--- config.mk ---
export PLATFORM = sky130hd
export DESIGN_NAME = fifo_enq_arbiter
export DESIGN_NICKNAME = d
export VERILOG_FILES = /design/src/rtl/fifo_arb_pkg.sv /design/src/rtl/fifo_enq_arbiter_rr_pick.sv /design/src/rtl/fifo_enq_arbiter.sv
export SDC_FILE = /design/constraint.sdc
export NUM_CORES = 1
export LEC_CHECK = 0
export CAP_MARGIN = 10
export CORE_MARGIN = 8
export CORE_UTILIZATION = 42
export DETAILED_ROUTE_END_ITERATION = 7
export PLACE_DENSITY = 0.87
export SLEW_MARGIN = 5
export SYNTH_ARGS = -nofsm -noshare
export SYNTH_HDL_FRONTEND = slang
export SYNTH_HIERARCHICAL = 1
export SYNTH_SLANG_ARGS = --single-unit
export TNS_END_PERCENT = 20
--- constraint.sdc ---
create_clock -name clk -period 3.55 [get_ports clk]
set_clock_uncertainty 0.15 [all_clocks]
set_input_delay 0.355 -clock clk [delete_from_list [all_inputs] [get_ports clk]]
set_output_delay 0.355 -clock clk [all_outputs]
set_load 0.01 [all_outputs]
--- src/rtl/fifo_arb_pkg.sv ---
// rtl/fifo_arb_pkg.sv - shared types and helpers for the Fifo enqueue arbiter
package fifo_arb_pkg;

  localparam int XFER_CNT_W = 16;

  typedef enum logic {
    IDLE = 1'b0,
    LOCK = 1'b1
  } arb_st_t;

  function automatic int clog2(input int n);
    int r;
    r = 0;
    for (int i = 0; i < 31; i++) begin
      if ((1 << i) < n) r = i + 1;
    end
    return r;
  endfunction

endpackage

--- src/rtl/fifo_enq_arbiter_rr_pick.sv ---
// rtl/fifo_enq_arbiter_rr_pick.sv - rotating-priority picker starting at a base index
module rr_pick
  import fifo_arb_pkg::*;
#(
  parameter int N = 4
) (
  input  logic [N-1:0]        req,
  input  logic [clog2(N)-1:0] base,
  output logic [N-1:0]        pick,
  output logic [clog2(N)-1:0] idx
);

  localparam int IDW = clog2(N);

  logic           found;
  logic [IDW-1:0] j;

  always_comb begin
    pick  = '0;
    idx   = '0;
    found = 1'b0;
    j     = '0;
    for (int off = 0; off < N; off++) begin
      j = IDW'((int'(base) + off) % N);
      if (!found && req[j]) begin
        found   = 1'b1;
        pick[j] = 1'b1;
        idx     = j;
      end
    end
  end

endmodule

--- src/rtl/fifo_enq_arbiter.sv ---
// rtl/fifo_enq_arbiter.sv - round-robin arbiter with burst lock onto one Fifo enqueue port
module fifo_enq_arbiter
  import fifo_arb_pkg::*;
#(
  parameter int N         = 4,
  parameter int WIDTH     = 8,
  parameter int MAX_BURST = 2
) (
  input  logic                         clk,
  input  logic                         rst_n,
  input  logic [N-1:0]                 req,
  input  logic [N*WIDTH-1:0]           req_data,
  output logic [N-1:0]                 gnt,
  input  logic                         fifo_enq_rdy,
  output logic                         fifo_enq_en,
  output logic [clog2(N)+WIDTH-1:0]    fifo_enq_val,
  output logic [XFER_CNT_W-1:0]        xfer_cnt
);

  localparam int IDW = clog2(N);
  localparam int BW  = clog2(MAX_BURST) + 1;

  function automatic logic [IDW-1:0] inc(input logic [IDW-1:0] x);
    return (x == IDW'(N - 1)) ? '0 : x + 1'b1;
  endfunction

  arb_st_t        st;
  logic [IDW-1:0] ptr;
  logic [IDW-1:0] owner;
  logic [BW-1:0]  bcnt;

  logic           lock_hit;
  logic           xfer;
  logic [IDW-1:0] base;
  logic [IDW-1:0] sel;
  logic [N-1:0]   pick;
  logic [IDW-1:0] pick_idx;

  // While locked the scan skips the owner, so a dropped owner yields fairly.
  assign lock_hit = (st == LOCK) && req[owner];
  assign base     = (st == LOCK) ? inc(owner) : ptr;

  rr_pick #(.N(N)) u_pick (
    .req  (req),
    .base (base),
    .pick (pick),
    .idx  (pick_idx)
  );

  assign sel          = lock_hit ? owner : pick_idx;
  assign xfer         = rst_n & fifo_enq_rdy & (|req);
  assign fifo_enq_en  = xfer;
  assign gnt          = xfer ? (lock_hit ? (N'(1) << owner) : pick) : '0;
  assign fifo_enq_val = {sel, req_data[sel*WIDTH +: WIDTH]};

  always_ff @(posedge clk) begin
    if (!rst_n) begin
      st       <= IDLE;
      ptr      <= '0;
      owner    <= '0;
      bcnt     <= '0;
      xfer_cnt <= '0;
    end else if (xfer) begin
      xfer_cnt <= xfer_cnt + 1'b1;
      if (MAX_BURST == 1) begin
        ptr <= inc(sel);
      end else if (st == IDLE || sel != owner) begin
        st    <= LOCK;
        owner <= sel;
        bcnt  <= BW'(1);
      end else if (bcnt + BW'(1) == BW'(MAX_BURST)) begin
        st  <= IDLE;
        ptr <= inc(owner);
      end else begin
        bcnt <= bcnt + BW'(1);
      end
    end else if (st == LOCK && !req[owner]) begin
      st  <= IDLE;
      ptr <= inc(owner);
    end
  end

endmodule

==> results of run 1 <==
## through the flow
stage,total power (uW),setup WS (ps),setup TNS (ps)
final,1233,-381.9,-2657
after global placement,894.6,-310.8,-2498
after floorplan,667.0,-101.4,-810.9
after global routing,1291,-454.1,-3670
after CTS,1164,-258.3,-1863
after detailed placement,916.6,-348.9,-2859
## critical path: cells and delay by family, from the launching register on
kind | cells | cell delay (ps)
flops | 1 | 380
simple gates | 1 | 40
mux | 3 | 1110
buf+inv | 6 | 620
compound gates | 2 | 560
fa+ha+maj | 2 | 430
## area by class of cell
| type | count | area, um^2 | area share [%] |
|---|---|---|---|
| flip-flops and latches | 23 | 467.9 | 14.22 |
| clock buffers | 4 | 45.04 | 1.369 |
| well taps | 67 | 83.83 | 2.548 |
| repair buffers | 117 | 1080 | 32.81 |
| multi-input cells | 182 | 1569 | 47.68 |
| inverters | 10 | 45.04 | 1.369 |
## cells in the mapped netlist (4+ instances only)
cell and count:
a21oi_1 7, mux4_2 4, mux2i_1 16, nand2_1 31, inv_1 8, ha_1 11, buf_2 4, xor2_1 5
o21ai_0 11, xnor2_1 4, mux4_1 8, nand3_1 5, nor2_1 18, a221o_2 4, dfxtp_1 23, nand2b_1 6
nand4_1 8
## layout by cell type, fill, tap and decap left out, drive strengths merged, types with 3 or more instances in the layout
| cell type | instances |
|---|---|
| buf | 59 |
| mux2 | 4 |
| nand4 | 8 |
| inv | 10 |
| xnor2 | 4 |
| xor2 | 5 |
| clkdlybuf4s50 | 55 |
| a21oi | 7 |
| a31oi | 3 |
| mux4 | 12 |
| dfxtp | 23 |
| nand3 | 5 |
| a221o | 4 |
| nor2 | 18 |
| o21ai | 11 |
| clkbuf | 5 |
| and4 | 3 |
| mux2i | 16 |
| ha | 11 |
| nand2 | 32 |
| or3 | 3 |
| nand2b | 6 |
## timing repair
| item | CTS | global route |
|---|---|---|
| cloned | 1 | 0 |
| hold buffers | 0 | 0 |
| setup endpoints to repair | 14 | 14 |
| pin swaps | 6 | 4 |
| gates resized for setup | 56 | 20 |
| setup buffers | 12 | 2 |
## metal layers
layer | part of all wire (%) | GRT usage, % | vias to the layer above
li1 | - | - | 1051
met1 | 38 | 19.06 | 1080
met4 | 3.5 | 9.236 | 0
met2 | 54 | 35.34 | 82
met3 | 3.9 | 2.292 | 21
met5 | 0 | 0 | -
## report_power, final
group | total [uW] | switching (uW) | internal (uW)
clock | 163 | 83.0 | 80.2
combinational | 788 | 335 | 453
sequential | 282 | 13.4 | 268
total | 1230 | 432 | 801
## cell families after synthesis
group / share of synthesized area [%]
muxes: 24.88
xor gates and xnor gates: 3.823
adders and majority gates: 6.675
and+or+nand+nor: 21.85
AOI/OAI and AO/OA: 14.56
buffers and inverters: 5.886
DFF: 22.33
## how the worst max path moves through the flow
stage,from,end,slack (ps),depth (start not counted)
after global routing,owner[1],fifo_enq_val[5],-450,14
after detailed placement,owner[1],fifo_enq_val[0],-350,13
after CTS,owner[0],fifo_enq_val[0],-260,14
after floorplan,owner[0],fifo_enq_val[0],-100,14
after global placement,owner[0],fifo_enq_val[7],-310,12
final,owner[1],fifo_enq_val[5],-380,14
## sequential cells by signal, indices dropped and copies added (netlist names)
signal and count:
st 1, bcnt 2, xfer_cnt 16, owner 2, ptr 2
==> results.md, run 1 <==
- Die width: 86.07 um
- Yosys cell types: 53
- Post-synthesis cell area: about 2100 um^2
- Final Cycle Share: 110.8%
- Leakage: between 0.001 and 0.0015 uW
- Largest area contributor in the netlist: dfxtp_1
- Min Hold Slack: 311.2 ps
- Slew headroom: between 30% and 40%
- Area grow syn2layout: 59.59%
- R2R Setup Slk: roughly 150 ps
- Min-delay src: ptr[0]
- WS Path Type: reg2out
- Pins Over Slew Limit: 0
- Hold endpoint: ptr[0]
- Register bit total from synthesis: 23
- Vias in the first global route: approximately 2300
- Final setup fails: 10
- Layout cell share with drive strength beyond 1: approximately a third
- Violated checks: negative setup slack
- Crit. End Element: output port
- Sequential fraction of the synthesis area: about 22%
- Worst R2R Start: owner[1]
- Post-synth net total: 278
- Die area: approximately 7400 um^2
- RSZ-0062 raised after global routing: yes
- # IOs: 70
- IO buf count: 69
- Post-Layout Cell Count: a little over 400
- Clock slew at reported path FFs: 80 ps
- Crit path max fanout: 4
- CTS sink cnt: 23
- Chain of cells forming the critical path: inv_4 -> ha_4 -> mux2_4 -> inv_4 -> ha_4 -> mux4_2 -> inv_2 -> nor2_1 -> o31a_1 -> buf_6 -> o2bb2ai_4 -> buf_12 -> mux4_2 -> buf_6
- Post-route cell area: between 3000 and 4000 um^2
- Reg2reg path depth: 15
- Initial DRC count: about 110
- H-tree levels: 1
- VDD IR-drop max: 0.2687 mV
- Routed vias/inst: between 5 and 6
- CTS tree: built
- Async set-or-reset flop fraction in the synthesized netlist: 0%
- Clock Latency Late Sink: 260 ps
- Synth top area share: roughly 22%
- Synth area leaders: dfxtp_1 22%, mux4_1 10%, mux2i_1 7.8%
- Total GRT Usage: roughly 18%
- Yosys warning count: 6
- DP Wirelength: 4998 um
- Antenna violations before repair: 0
- ANT nets after route: 0
- N_diodes: 0
- Number of synthesized flops with an enable pin: 0
- Final Hold Fails: 0
- Starting Density: 43.66%
- CTS Buf Count: 3
- Worst r2r dst: owner[1]
- Nets: 387
- Clk buf depth: 2
- Vias: 2234
- Syn Area/Cell: around 9 um^2
- # fillers: roughly 340
- Core area: ~4700 um^2
- Die H: between 80 and 90 um
- Post-DR wirelength/cell: 17.97 um
- Critical Path Start Type: flip-flop
- Fin crit period: between 3000 and 4000 ps
- Synth Instances: 228
- Largest net degree at the start of global routing: 14
- Placed cell area: between 3000 and 4000 um^2
- DR pass1 iterations: 4
- Synth Flop Type: dfxtp_1
- Total grt overflow: 0
- Final WL: roughly 7200 um
- PD cells: roughly 370 nW/um^2
- Worst path max stage delay: 510 ps
- Global-route wire length before repair: around 11000 um
- WP data arrival: between 3000 and 4000 ps
- Max cap viols: 0
- Outcome: finished, violations left
- Worst EP required: 3040 ps
- Crit-path slowest cell: mux4_2
- Placer congestion estimate: between 0.8 and 0.9
- F_max: 254.3 MHz
- Fin worst setup slack: -381.9 ps
- CTS Root Cell: clkbuf_8
- Hold depth: 2
- Remaining DRCs: 0
- Fin util: 69.67%
- Worst Tran Pin Value: between 900 and 1000 ps
- Row count: 25
- Hold Path Class: reg2reg
- Post-Place Cells: 384
Note: power is estimated with default switching activity, not from simulation.
==> run 2, diff against run 1 <==
--- a/config.mk
+++ b/config.mk
@@ -10,6 +10,7 @@
 export CORE_UTILIZATION = 42
 export DETAILED_ROUTE_END_ITERATION = 7
 export PLACE_DENSITY = 0.87
+export RECOVER_POWER = 50
 export SLEW_MARGIN = 5
 export SYNTH_ARGS = -nofsm -noshare
 export SYNTH_HDL_FRONTEND = slang
==> run 2 against run 1 <==
  * The flow still finishes with violations (negative setup slack)
  * Sequential share of layout area barely moved
  * Non-clock buffer count did not move
  * Wire length fell by 0.32%
  * First-iteration DRC count rose by 5.3%
  * Clock power barely moved
  * Fmax barely moved
  * Critical path type unchanged
  * Largest cell class unchanged
  * Largest power group unchanged
==> results.md, run 2 (synthesis results as in run 1) <==
- Outcome: finished, violations left
- Violated checks: negative setup slack
- Total GRT Usage: 18.46% (unchanged)
- Hold buffers post-CTS: 0 (unchanged)
- WS Path Type: reg2out
- Comb power frac: 63.9% (about the same)
- WP data arrival: 3420 ps (about the same)
- RSZ-0062 raised after global routing: yes
- Final Hold Fails: 0 (unchanged)
- Multi-input logic area: 1569 um^2 (unchanged)
- Crit. End Element: output port
- Clock slew at reported path FFs: 80 ps (about the same)
- Remaining DRCs: 0 (unchanged)
- Die H: 86.07 um (unchanged)
- Hold depth: 2 (unchanged)
- DP Wirelength: 4998 um (unchanged)
- Routed vias/inst: 5.533 (-0.18%)
- Max cap viols: 0 (unchanged)
- Area grow syn2layout: 59.22%
- CTS Root Cell: clkbuf_8
- Clk pwr share: 13.1% (about the same)
- Leakage: 0.001403 uW (+3.6%)
- CTS sink cnt: 23 (unchanged)
- CTS tree: built
- Crit. Startpoint: owner[1]
- Pre-CTS WS: -348.9 ps (unchanged)
- # IOs: 70 (unchanged)
- Worst R2R Start: owner[1]
- Clk buf depth: 2 (unchanged)
- Die width: 86.07 um (unchanged)
- Antenna violations before repair: 0 (unchanged)
- Initial DRC count: 119 (+5.3%)
- Layout cell share with drive strength beyond 1: 31.85% (-0.60 points)
- ANT nets after route: 0 (unchanged)
- Slew headroom: 38.73% (-0.58 points)
- Worst path max stage delay: 510 ps (about the same)
- Global-route wire length before repair: 11050 um (unchanged)
- Nets: 387 (unchanged)
- Clock Latency Late Sink: 260 ps (about the same)
- H-tree levels: 1 (unchanged)
- Total grt overflow: 0 (unchanged)
- Largest register FFs: 16 (unchanged)
- Fin crit period: 3930 ps (-1.925 ps)
- Post-route cell area: 3283 um^2 (-0.23%)
- Pins Over Slew Limit: 0 (unchanged)
- Reg2reg path depth: 15 (unchanged)
- F_max: 254.5 MHz (about the same)
- Post-DR wirelength/cell: 17.91 um (-0.32%)
- Worst Tran Pin Value: 910.7 ps (+8.642 ps)
- Starting Density: 43.66% (unchanged)
- IO buf count: 69 (unchanged)
- Vias: 2230 (-0.18%)
- Net Sw Frac: 34.94% (-0.076 points)
- Critical Path Start Type: flip-flop
- Final Cycle Share: 110.7% (about the same)
- # fillers: 345 (+0.58%)
- Most common cell after layout, fill and taps aside: buf_4
- Die area: 7407 um^2 (unchanged)
- VDD IR-drop max: 0.2649 mV (-1.4%)
- Worst EP required: 3040 ps (about the same)
- Core area: 4723 um^2 (unchanged)
- Most frequent cells in the layout: 39 x buf_4, 38 x clkdlybuf4s50_1, 31 x nand2_1
- Row count: 25 (unchanged)
- Fin worst setup slack: -379.9 ps (+1.925 ps)
- N_diodes: 0 (unchanged)
- Crit-path slowest cell: mux4_2
- Chain of cells forming the critical path: inv_4 -> ha_4 -> mux2_4 -> inv_4 -> ha_4 -> mux4_2 -> inv_2 -> nor2_1 -> o31a_1 -> buf_6 -> o2bb2ai_4 -> buf_12 -> mux4_2 -> buf_6
- Top reg by flops: xfer_cnt
- Net Switching: 428.9 uW (-0.66%)
- Hold Path Class: reg2reg
- Crit path max fanout: 4 (unchanged)
- Final WL: 7218 um (-0.32%)
- Largest net degree at the start of global routing: 14 (unchanged)
- CTS Buf Count: 3 (unchanged)
- Int Pwr: 798.7 uW (-0.33%)
- Vias in the first global route: 2295 (unchanged)
- Reg area: 467.9 um^2 (unchanged)
- PD cells: 373.9 nW/um^2 (-0.21%)
- Final setup fails: 10 (unchanged)
- Placed cell area: 3037 um^2 (unchanged)
- Placer congestion estimate: 0.8464 (unchanged)
- DR pass1 iterations: 4 (unchanged)
- Min-delay src: ptr[0]
- Sequential share of power: 22.9% (about the same)
run 2: cell types whose count changed in the layout (fill, tap and decap cells not counted), sizes merged:
| cell | previous run | this run |
|---|---|---|
| clkdlybuf4s50 | 55 | 38 |
| dlygate4sd3 | 0 | 17 |
| buf | 59 | 57 |
| clkbuf | 5 | 7 |
run 2: routing by layer:
layer	routed length [um]	global-route usage [%]	vias up
li1	-	-	1051
met1	2771	19.06	1078
met2	3925	35.34	80
met3	263	2.292	21
met4	257	9.236	0
met5	0	0	-
run 2: path summary, 6_finish.rpt:
path | end | slack, ps
worst max register to register | owner[1] | 150
worst max-delay path | fifo_enq_val[5] | -380
worst min-delay path | ptr[0] | 310
worst min register to register | ptr[0] | 310
run 2: layout make-up:
type                    instances  share of cell area [%]
clock buffers                   4                   1.372
inverters                      10                   1.372
multi-input cells             182                   47.79
flip-flops and latches         23                   14.25
well taps                      67                   2.553
repair buffers                117                   32.66
run 2: power groups by stage:
| stage | clock [uW] | combinational, uW | sequential (uW) |
|---|---|---|---|
| floorplan | 0 | 382 | 285 |
| global placement | 0 | 610 | 285 |
| detailed placement | 0 | 631 | 285 |
| CTS | 166 | 719 | 279 |
| global route | 176 | 830 | 283 |
| finish | 161 | 785 | 282 |
run 2: worst max-delay path, delay by kind of cell, from the launching register on:
kind,cells,cell delay (ps)
multiplexers,3,1100
AO/OA/AOI/OAI,2,560
adder cells (fa/ha/maj),2,430
AND/OR/NAND/NOR,1,40
buffers and inverters,6,620
flip-flops,1,380
run 2: per-stage QoR:
step | TNS [ps] | util (%) | power [uW] | cells | hold WS, ps
floorplan | -810.9 | - | 667.0 | 228 | 284.2
global placement | -2498 | 64.29 | 894.6 | 384 | 296.0
detailed placement | -2859 | 64.29 | 916.6 | 384 | 299.1
CTS | -1863 | 68.11 | 1164 | 401 | 311.8
global route | -3670 | 69.51 | 1289 | 403 | 347.6
finish | -2624 | 69.51 | 1228 | 403 | 311.4
run 2: what timing repair did:
item	4_1_cts	5_1_grt
endpoints found under the setup margin	14	14
cloned	1	0
gates resized for setup	56	20
buffers inserted	12	2
pin swaps	6	4
==> run 3, diff against run 2 <==
--- a/config.mk
+++ b/config.mk
@@ -8,7 +8,9 @@
 export CAP_MARGIN = 10
 export CORE_MARGIN = 8
 export CORE_UTILIZATION = 42
+export CTS_CLUSTER_SIZE = 25
 export DETAILED_ROUTE_END_ITERATION = 7
+export MAX_ROUTING_LAYER = met4
 export PLACE_DENSITY = 0.87
 export RECOVER_POWER = 50
 export SLEW_MARGIN = 5
==> run 3 against run 2 <==
  * The run still ends with negative setup slack left
  * Via count is 0.58% higher
  * Non-clock buffer count is the same
  * Clock-buffer cell count is the same
  * Setup slack got worse by 4.9 ps
  * Sequential power is essentially flat
  * Sequential share of layout area stayed put
  * Fmax shrank 0.12%
  * Hold slack hardly changed
  * Die area unchanged
  * Register-to-register slack about the same
  * Power grew 0.26%
  * Utilization unchanged
  * Largest cell class unchanged
  * Highest routed layer unchanged
==> results.md, run 3 (synthesis results as in run 1) <==
- Pins Over Slew Limit: 0 (unchanged)
- Leakage: 0.001403 uW (unchanged)
- Reg2reg path depth: 15 (unchanged)
- WS Path Type: reg2out
- Worst r2r dst: owner[1]
- Routed vias/inst: 5.566 (+0.58%)
- CTS Root Cell: clkbuf_8
- Worst EP required: 3040 ps (about the same)
- Top reg by flops: xfer_cnt
- Antenna violations before repair: 0 (unchanged)
- Layout cell share with drive strength beyond 1: 31.85% (unchanged)
- Die area: 7407 um^2 (unchanged)
- Worst R2R Start: owner[1]
- Worst Tran Pin Value: 888.0 ps (-22.71 ps)
- Final Hold Fails: 0 (unchanged)
- Nets: 387 (unchanged)
- DR pass1 iterations: 4 (unchanged)
- Final setup fails: 10 (unchanged)
- PD cells: 374.9 nW/um^2 (+0.26%)
- Final Cycle Share: 110.8% (+0.14 points)
- CTS Buf Count: 3 (unchanged)
- Starting Density: 43.66% (unchanged)
- Largest net degree at the start of global routing: 14 (unchanged)
- RSZ-0062 raised after global routing: yes
- Vias in the first global route: 2292 (-0.13%)
- Post-DR wirelength/cell: 17.97 um (+0.30%)
- Post-Layout Cell Count: 403 (unchanged)
- Hold buffers post-CTS: 0 (unchanged)
- Clock Latency Late Sink: 270 ps (about the same)
- Reg area: 467.9 um^2 (unchanged)
- Final Total Pwr: 1231 uW (+0.26%)
- Die width: 86.07 um (unchanged)
- CTS tree: built
- Hold Path Class: reg2reg
- Clk buf depth: 2 (unchanged)
- Placer congestion estimate: 0.8597 (+1.6%)
- N_diodes: 0 (unchanged)
- Crit. Startpoint: owner[1]
- Max cap viols: 0 (unchanged)
- Most common cell after layout, fill and taps aside: buf_4
- Most frequent cells in the layout: 39 x buf_4, 38 x clkdlybuf4s50_1, 31 x nand2_1
- Row count: 25 (unchanged)
- H-tree levels: 1 (unchanged)
- Crit. End Element: output port
- CTS sink cnt: 23 (unchanged)
- # IOs: 70 (unchanged)
- Setup crit end: fifo_enq_val[5]
- Post-Place Cells: 384 (unchanged)
- ANT nets after route: 0 (unchanged)
- Area grow syn2layout: 59.22% (unchanged)
- Initial DRC count: 128 (+7.6%)
- Global-route wire length before repair: 11050 um (about the same)
- Final WL: 7240 um (+0.30%)
- Multi-input logic area: 1569 um^2 (unchanged)
- Vias: 2243 (+0.58%)
- Largest register FFs: 16 (unchanged)
- Min Hold Slack: 311.9 ps (+0.4980 ps)
- Core area: 4723 um^2 (unchanged)
- IO buf count: 69 (unchanged)
- Remaining DRCs: 0 (unchanged)
- Total GRT Usage: 18.96% (+0.50 points)
- Die H: 86.07 um (unchanged)
- Fin crit period: 3935 ps (+4.886 ps)
- DP Wirelength: 4998 um (unchanged)
- Clock slew at reported path FFs: 80 ps (about the same)
- Violated checks: negative setup slack
- R2R Setup Slk: 150 ps (about the same)
- # fillers: 345 (unchanged)
- VDD IR-drop max: 0.2706 mV (+2.2%)
- Fin worst setup slack: -384.8 ps (-4.886 ps)
- F_max: 254.1 MHz (-0.12%)
- Crit path max fanout: 4 (unchanged)
- Critical Path Start Type: flip-flop
- WP data arrival: 3430 ps (about the same)
- Total grt overflow: 0 (unchanged)
- Slew headroom: 40.25% (+1.5 points)
- Outcome: finished, violations left
run 3: worst min path at each step:
stage	from	end	slack, ps	cells after the start
floorplan	ptr[0]	ptr[0]	280	2
global placement	ptr[0]	ptr[0]	300	2
detailed placement	ptr[0]	ptr[0]	300	2
CTS	ptr[0]	ptr[0]	310	2
global route	ptr[0]	ptr[0]	350	2
finish	ptr[0]	ptr[0]	310	2
run 3: routing by layer:
| layer | wire length (um) | track usage, % | vias to the layer above |
|---|---|---|---|
| met4 | 259 | 9.236 | 0 |
| met3 | 229 | 2.101 | 21 |
| li1 | - | - | 1054 |
| met5 | 0 | - | - |
| met2 | 3909 | 35.27 | 87 |
| met1 | 2842 | 19.23 | 1081 |
run 3: critical path, cell delays in order, from the launching register on:
cell       delay [ps]
dfxtp_4           380
inv_4              50
ha_4              230
mux2_4            270
inv_4              60
ha_4              200
mux4_2            330
inv_2              80
nor2_1             40
o31a_1            320
buf_6             150
o2bb2ai_4         250
buf_12            140
mux4_2            510
buf_6             140
run 3: cell type report:
cell class / count / share of cell area, %
Multi-Input combinational cell: 182 / 47.79
Tap cell: 67 / 2.553
Sequential cell: 23 / 14.25
Inverter: 10 / 1.372
Clock buffer: 4 / 1.372
Timing Repair Buffer: 117 / 32.66
run 3: timing repair:
item	in CTS	in global routing
setup buffers	12	2
pin swaps	6	4
resized for setup	56	20
setup endpoints to repair	14	14
gates cloned	1	0
run 3: metrics by stage:
step / util [%] / cell area [um^2] / setup WS (ps) / TNS [ps]
after floorplan: - / 2110 / -101.4 / -810.9
after global placement: 64.29 / 3037 / -310.8 / -2498
after detailed placement: 64.29 / 3037 / -348.9 / -2859
after CTS: 68.11 / 3217 / -258.3 / -1863
after global routing: 69.51 / 3283 / -454.1 / -3670
final: 69.51 / 3283 / -384.8 / -2677
run 3: where the power goes:
part	internal (uW)	leakage, uW	switching, uW	total [uW]
registers	268	0.000188	13.4	282
clock network	80.2	0.0000228	83.7	164
logic	450	0.00119	335	785
total	799	0.00140	432	1230
